## config.mk

```make
export PLATFORM = sky130hd
export DESIGN_NAME = seg_scan_driver
export DESIGN_NICKNAME = d
export VERILOG_FILES = /design/src/rtl/seg_scan_pkg.sv /design/src/rtl/seg_scan_driver_decode.sv /design/src/rtl/seg_scan_driver.sv
export SDC_FILE = /design/constraint.sdc
export NUM_CORES = 1
export LEC_CHECK = 0
export ABC_CLOCK_PERIOD_IN_PS = 3000
export CORE_UTILIZATION = 41
export DETAILED_ROUTE_END_ITERATION = 7
export PLACE_DENSITY = 0.9
export SYNTH_ARGS = -nofsm -noshare
export SYNTH_HDL_FRONTEND = slang
export SYNTH_HIERARCHICAL = 1
export SYNTH_SLANG_ARGS = --single-unit
```

## constraint.sdc

```tcl
create_clock -name clk -period 3 [get_ports clk]
set_input_delay 0.9 -clock clk [delete_from_list [all_inputs] [get_ports clk]]
set_output_delay 0.9 -clock clk [all_outputs]
set_load 0.05 [all_outputs]
```

## src/rtl/seg_scan_pkg.sv

```systemverilog
// seg_scan_pkg: shared digit codes and active-low 7-segment patterns.
// Pattern bit order is {g,f,e,d,c,b,a}; a 0 lights the segment.
package seg_scan_pkg;

  typedef logic [3:0] digit_t;
  typedef logic [6:0] pattern_t;

  localparam digit_t ERR_CODE = 4'hF;

  localparam pattern_t SEG_0    = 7'b1000000;
  localparam pattern_t SEG_1    = 7'b1111001;
  localparam pattern_t SEG_2    = 7'b0100100;
  localparam pattern_t SEG_3    = 7'b0110000;
  localparam pattern_t SEG_4    = 7'b0011001;
  localparam pattern_t SEG_5    = 7'b0010010;
  localparam pattern_t SEG_6    = 7'b0000010;
  localparam pattern_t SEG_7    = 7'b1111000;
  localparam pattern_t SEG_8    = 7'b0000000;
  localparam pattern_t SEG_9    = 7'b0010000;
  localparam pattern_t SEG_DASH = 7'b0111111;
  localparam pattern_t SEG_OFF  = 7'b1111111;

  // Any input above 9, in any of its 32 bits,
  // collapses to the error code.
  function automatic digit_t to_digit(
    input logic [31:0] v
  );
    if (v > 32'd9) return ERR_CODE;
    return v[3:0];
  endfunction

endpackage

```

## src/rtl/seg_scan_driver_decode.sv

```systemverilog
// seg7_decode: combinational 4-bit digit code to active-low pattern.
// Ports: code (in, 4b), pattern (out, 7b {g,f,e,d,c,b,a}).
module seg7_decode
  import seg_scan_pkg::*;
(
  input  logic [3:0] code,
  output logic [6:0] pattern
);

  // Codes 10..14 never get stored; show them as
  // a dash like the error code.
  always_comb begin
    pattern = SEG_DASH;
    case (code)
      4'd0:    pattern = SEG_0;
      4'd1:    pattern = SEG_1;
      4'd2:    pattern = SEG_2;
      4'd3:    pattern = SEG_3;
      4'd4:    pattern = SEG_4;
      4'd5:    pattern = SEG_5;
      4'd6:    pattern = SEG_6;
      4'd7:    pattern = SEG_7;
      4'd8:    pattern = SEG_8;
      4'd9:    pattern = SEG_9;
      default: pattern = SEG_DASH;
    endcase
  end

endmodule

```

## src/rtl/seg_scan_driver.sv

```systemverilog
// seg_scan_driver: 4-digit multiplexed 7-seg scanner with lz blanking.
// Ports: clk, rst, units..thousands, load, blank_lz -> an, seg, busy_scan.
module seg_scan_driver
  import seg_scan_pkg::*;
#(
  parameter int REFRESH_DIV = 100000
) (
  input  logic        clk,
  input  logic        rst,
  input  logic [31:0] units,
  input  logic [31:0] tens,
  input  logic [31:0] hundreds,
  input  logic [31:0] thousands,
  input  logic        load,
  input  logic        blank_lz,
  output logic [3:0]  an,
  output logic [6:0]  seg,
  output logic        busy_scan
);

  localparam int CW =
    (REFRESH_DIV > 2) ? $clog2(REFRESH_DIV) : 1;
  localparam logic [CW-1:0] LAST =
    CW'(REFRESH_DIV - 1);

  logic [CW-1:0]    cnt_q, cnt_d;
  logic [1:0]       idx_q, idx_d;
  digit_t [3:0]     dig_q, dig_d;
  logic [3:0]       an_q, an_d;
  pattern_t         seg_q, seg_d;
  logic             wrap;
  logic [3:0]       blank;
  digit_t           cur;
  pattern_t         cur_pat;

  assign wrap = (cnt_q == LAST);
  assign cur  = dig_q[idx_q];

  seg7_decode u_dec (
    .code    (cur),
    .pattern (cur_pat)
  );

  // Blanking ripples down from the top digit;
  // an error digit is nonzero so it breaks the chain.
  always_comb begin
    blank    = 4'b0000;
    blank[3] = blank_lz && (dig_q[3] == 4'd0);
    blank[2] = blank[3] && (dig_q[2] == 4'd0);
    blank[1] = blank[2] && (dig_q[1] == 4'd0);
  end

  always_comb begin
    cnt_d = wrap ? '0 : cnt_q + 1'b1;
    idx_d = wrap ? idx_q + 2'd1 : idx_q;
    dig_d = dig_q;
    if (load) begin
      dig_d[0] = to_digit(units);
      dig_d[1] = to_digit(tens);
      dig_d[2] = to_digit(hundreds);
      dig_d[3] = to_digit(thousands);
    end
    an_d  = 4'b1111;
    seg_d = SEG_OFF;
    if (!blank[idx_q]) begin
      an_d[idx_q] = 1'b0;
      seg_d       = cur_pat;
    end
  end

  always_ff @(posedge clk) begin
    if (rst) begin
      cnt_q <= '0;
      idx_q <= 2'd0;
      dig_q <= '0;
      an_q  <= 4'b1111;
      seg_q <= SEG_OFF;
    end else begin
      cnt_q <= cnt_d;
      idx_q <= idx_d;
      dig_q <= dig_d;
      an_q  <= an_d;
      seg_q <= seg_d;
    end
  end

  assign an        = an_q;
  assign seg       = seg_q;
  assign busy_scan = wrap;

endmodule

```

==> reports/qor.csv <==
stage,metric,value,unit
die,initial core utilization,43.1,%
yosys,synth top area cells,"dfxtp_1 (38%), nor4_1 (8.8%), nor2_1 (7.1%), ha_1 (5.2%), a211oi_1 (5.0%)",
sta,Final Hold Fails,0,
sta,period utilization,85.1,%
worst_setup_path,WP buf/inv,1,
clock_network,CTS H-Tree Depth,2,
yosys,Post-synth EDFFs,0,
worst_setup_path,worst flop-to-flop path startpoint,idx_q[0],
yosys,Post-synth ARST share,0,%
worst_setup_path,crit path kind,flip-flop to primary output,
yosys,Synth top area share,38.1,%
placed_design,GPL Wtd Cong,0.819,
sta,fin crit period,2.55,ns
clock_network,Root Driver,clkbuf_8,
worst_setup_path,CP max FO,6,
die,Cell Rows,27,
yosys,top_reg_cell synth,dfxtp_1,
sta,Final Skew,0.00681,ns
sta,Slew HR,47.4,%
yosys,Adder-Cell Fraction of Synth Area,5.18,%
worst_setup_path,"Req. time, crit path",2.10,ns
die,Ports,144,
die,DIE WIDTH,78.8,um
finish,"commonest non-fill, non-tap cells in the layout","clkdlybuf4s50_1 (142), nor2_1 (46), dfxtp_1 (46)",
grt,largest net degree at the start of global routing,33,
clock_network,TritonCTS sink count,46,
yosys,XOR/XNOR Fraction of Synth Area,5.07,%
yosys,Yosys warnings,6,
outcome,status,"finished, final reports clean",
grt,first-pass GRT wire length,11400,um
min_path,HP Start,cnt_q[0],
grt,gr usage total,23.4,%
yosys,"Avg Cell Area, Syn",8.51,um2
die,core area,5610,um2
drt,1st-pass router iterations,4,
sta,Worst Max-Slew Pin Slew,0.786,ns
worst_setup_path,CP Data Arrival Time,1.65,ns
yosys,largest family of logic cells by synthesized area,simple AND/OR/NAND/NOR gates,
drt,Vias/cell,5.35,
grt,vias in the first global route,2646,
clock_network,CTS hold repair buffers,0,
worst_setup_path,Worst setup EP type,primary output,
yosys,Mapped Area,2420,um2
sta,max-slew violation count,0,
placed_design,IO buf count,143,
grt,initial antenna violation count,0,
worst_setup_path,Critical Path Start,cnt_q[14],
pwr,Pwr Density,333,nW/um2
finish,Final nets,567,
run,maxcap violations,0,
yosys,Post-Synthesis Cells,284,
drt,Final ANT Viol Nets,0,
worst_setup_path,CP max stage delay,0.38,ns
yosys,"FF+latch count, synth",46,
finish,share of layout cells above drive strength 1,4.47,%
clock_network,Max Root-Sink Buffers,2,
pwr,total power,1.33,mW
drt,Detailed Route WL,6870,um
die,die area,6210,um2
yosys,"Net Count, Synth",426,
clock_network,postcts setup bufs,0,
clock_network,worst skew pair latency,0.30,ns
clock_network,Num CTS Buffers,5,
finish,number of diodes,0,
placed_design,dpl hpwl,5700,um
worst_setup_path,crit path cell chain,"nor2_1, nand4_1, nor4_2, buf_4",
worst_setup_path,slowest cell on the critical path,nor4_2,
clock_network,CTS tree,built,
min_path,Hold WC Path Type,flip-flop to flip-flop,
sta,RSZ-0062 raised after global routing,no,
yosys,simple-gate area share of the yosys netlist,33.8,%
finish,"commonest non-fill, non-tap cell in the layout",clkdlybuf4s50_1,
yosys,synth unique cells,39,
drt,iteration-0 DRC count of the detailed router,103,
clock_network,"Reg clk slew, reported paths",0.08,ns
drt,per-cell routed wire length,13.8,um
worst_setup_path,CP Launch Type,flip-flop,
drt,DRC errors left,0,
yosys,Yosys top cell by area,dfxtp_1,
worst_setup_path,cell class contributing the biggest share of worst-path delay,simple AND/OR/NAND/NOR gates,
finish,Area growth syn-to-layout,64.8,%
sta,Max Fclk,392,MHz
yosys,"Seq/Total Area, Yosys",38.1,%
pwr,leakage power,1.35,nW
sta,final setup TNS,0,ns
grt,Overflow after GRT,0,
yosys,mux cell area share after synthesis,4.14,%
yosys,Synth Area in Compound Gates,9.94,%
drt,routed vias,2657,
clock_network,post-CTS resize count,0,
pwr,maximum vdd ir drop,0.208,mV
sta,# setup viols final,0,
die,chip height,78.8,um
==> cell type report <==
type	instances	area, um2
Clock buffer	5	68.8
Timing Repair Buffer	145	1440
Tap cell	72	90.1
Multi-Input combinational cell	217	1410
Clock inverter	2	10.0
Sequential cell	46	921
Fill cell	438	1630
Inverter	10	37.5
==> power breakdown <==
part | total, mW | internal (mW) | switching [mW]
Combinational | 0.326 | 0.207 | 0.119
Sequential | 0.656 | 0.639 | 0.0174
Clock | 0.343 | 0.156 | 0.187
==> final timing paths <==
kind	to	slack, ns	cells after the start
max	busy_scan	0.45	4
max reg2reg	seg[3]	0.94	7
min reg2reg	cnt_q[0]	0.48	1
min	cnt_q[0]	0.48	1
==> per-layer routing <==
metal / GRT usage, % / part of all wire [%] / routed length, um
met4: 6.85 / 1.4 / 98
met5: 0 / 0 / 0
met2: 43.9 / 53 / 3670
met3: 5.63 / 4.9 / 340
met1: 25.9 / 40 / 2770
==> through the flow <==
| stage | utilization, % | area [um2] | hold WS (ns) | setup slack, ns | cells |
|---|---|---|---|---|---|
| 6_report | 71.0 | 3980 | 0.476 | 0.448 | 497 |
| 5_1_grt | 71.0 | 3980 | 0.509 | 0.388 | 497 |
| 4_1_cts | 71.0 | 3980 | 0.488 | 0.440 | 497 |
| 3_5_place_dp | 69.6 | 3900 | 0.468 | 0.583 | 490 |
| 3_3_place_gp | 69.6 | 3900 | 0.443 | 0.646 | 490 |
| 2_1_floorplan | - | 2420 | 0.429 | 0.425 | 284 |
==> cells in the mapped netlist, types with 2 or more instances <==
| cell type | number |
|---|---|
| nor3_1 | 20 |
| nand3_1 | 3 |
| xor2_1 | 2 |
| xnor2_1 | 12 |
| nor4_1 | 34 |
| and3b_1 | 2 |
| mux4_2 | 4 |
| dfxtp_1 | 46 |
| or4_1 | 2 |
| nor3b_1 | 2 |
| clkbuf_1 | 8 |
| o21ai_0 | 8 |
| nand2_1 | 11 |
| inv_1 | 10 |
| a211oi_1 | 16 |
| nand4_1 | 13 |
| nand3b_1 | 5 |
| nor2_1 | 46 |
| a21oi_1 | 8 |
| or3_1 | 4 |
| ha_1 | 10 |
==> flip-flops by register name (all words and copies together), names as in the netlist <==
name	flops
cnt_q	17
an	4
seg	7
idx_q	2
dig_q	16
==> cell families after synthesis <==
logic type,count (synthesis)
buffers and inverters,21
XOR/XNOR,14
flip-flops,46
adder cells (fa/ha/maj),10
AND/OR/NAND/NOR,151
AO/OA/AOI/OAI,37
multiplexers,5
(Power assumes the default switching activity.)
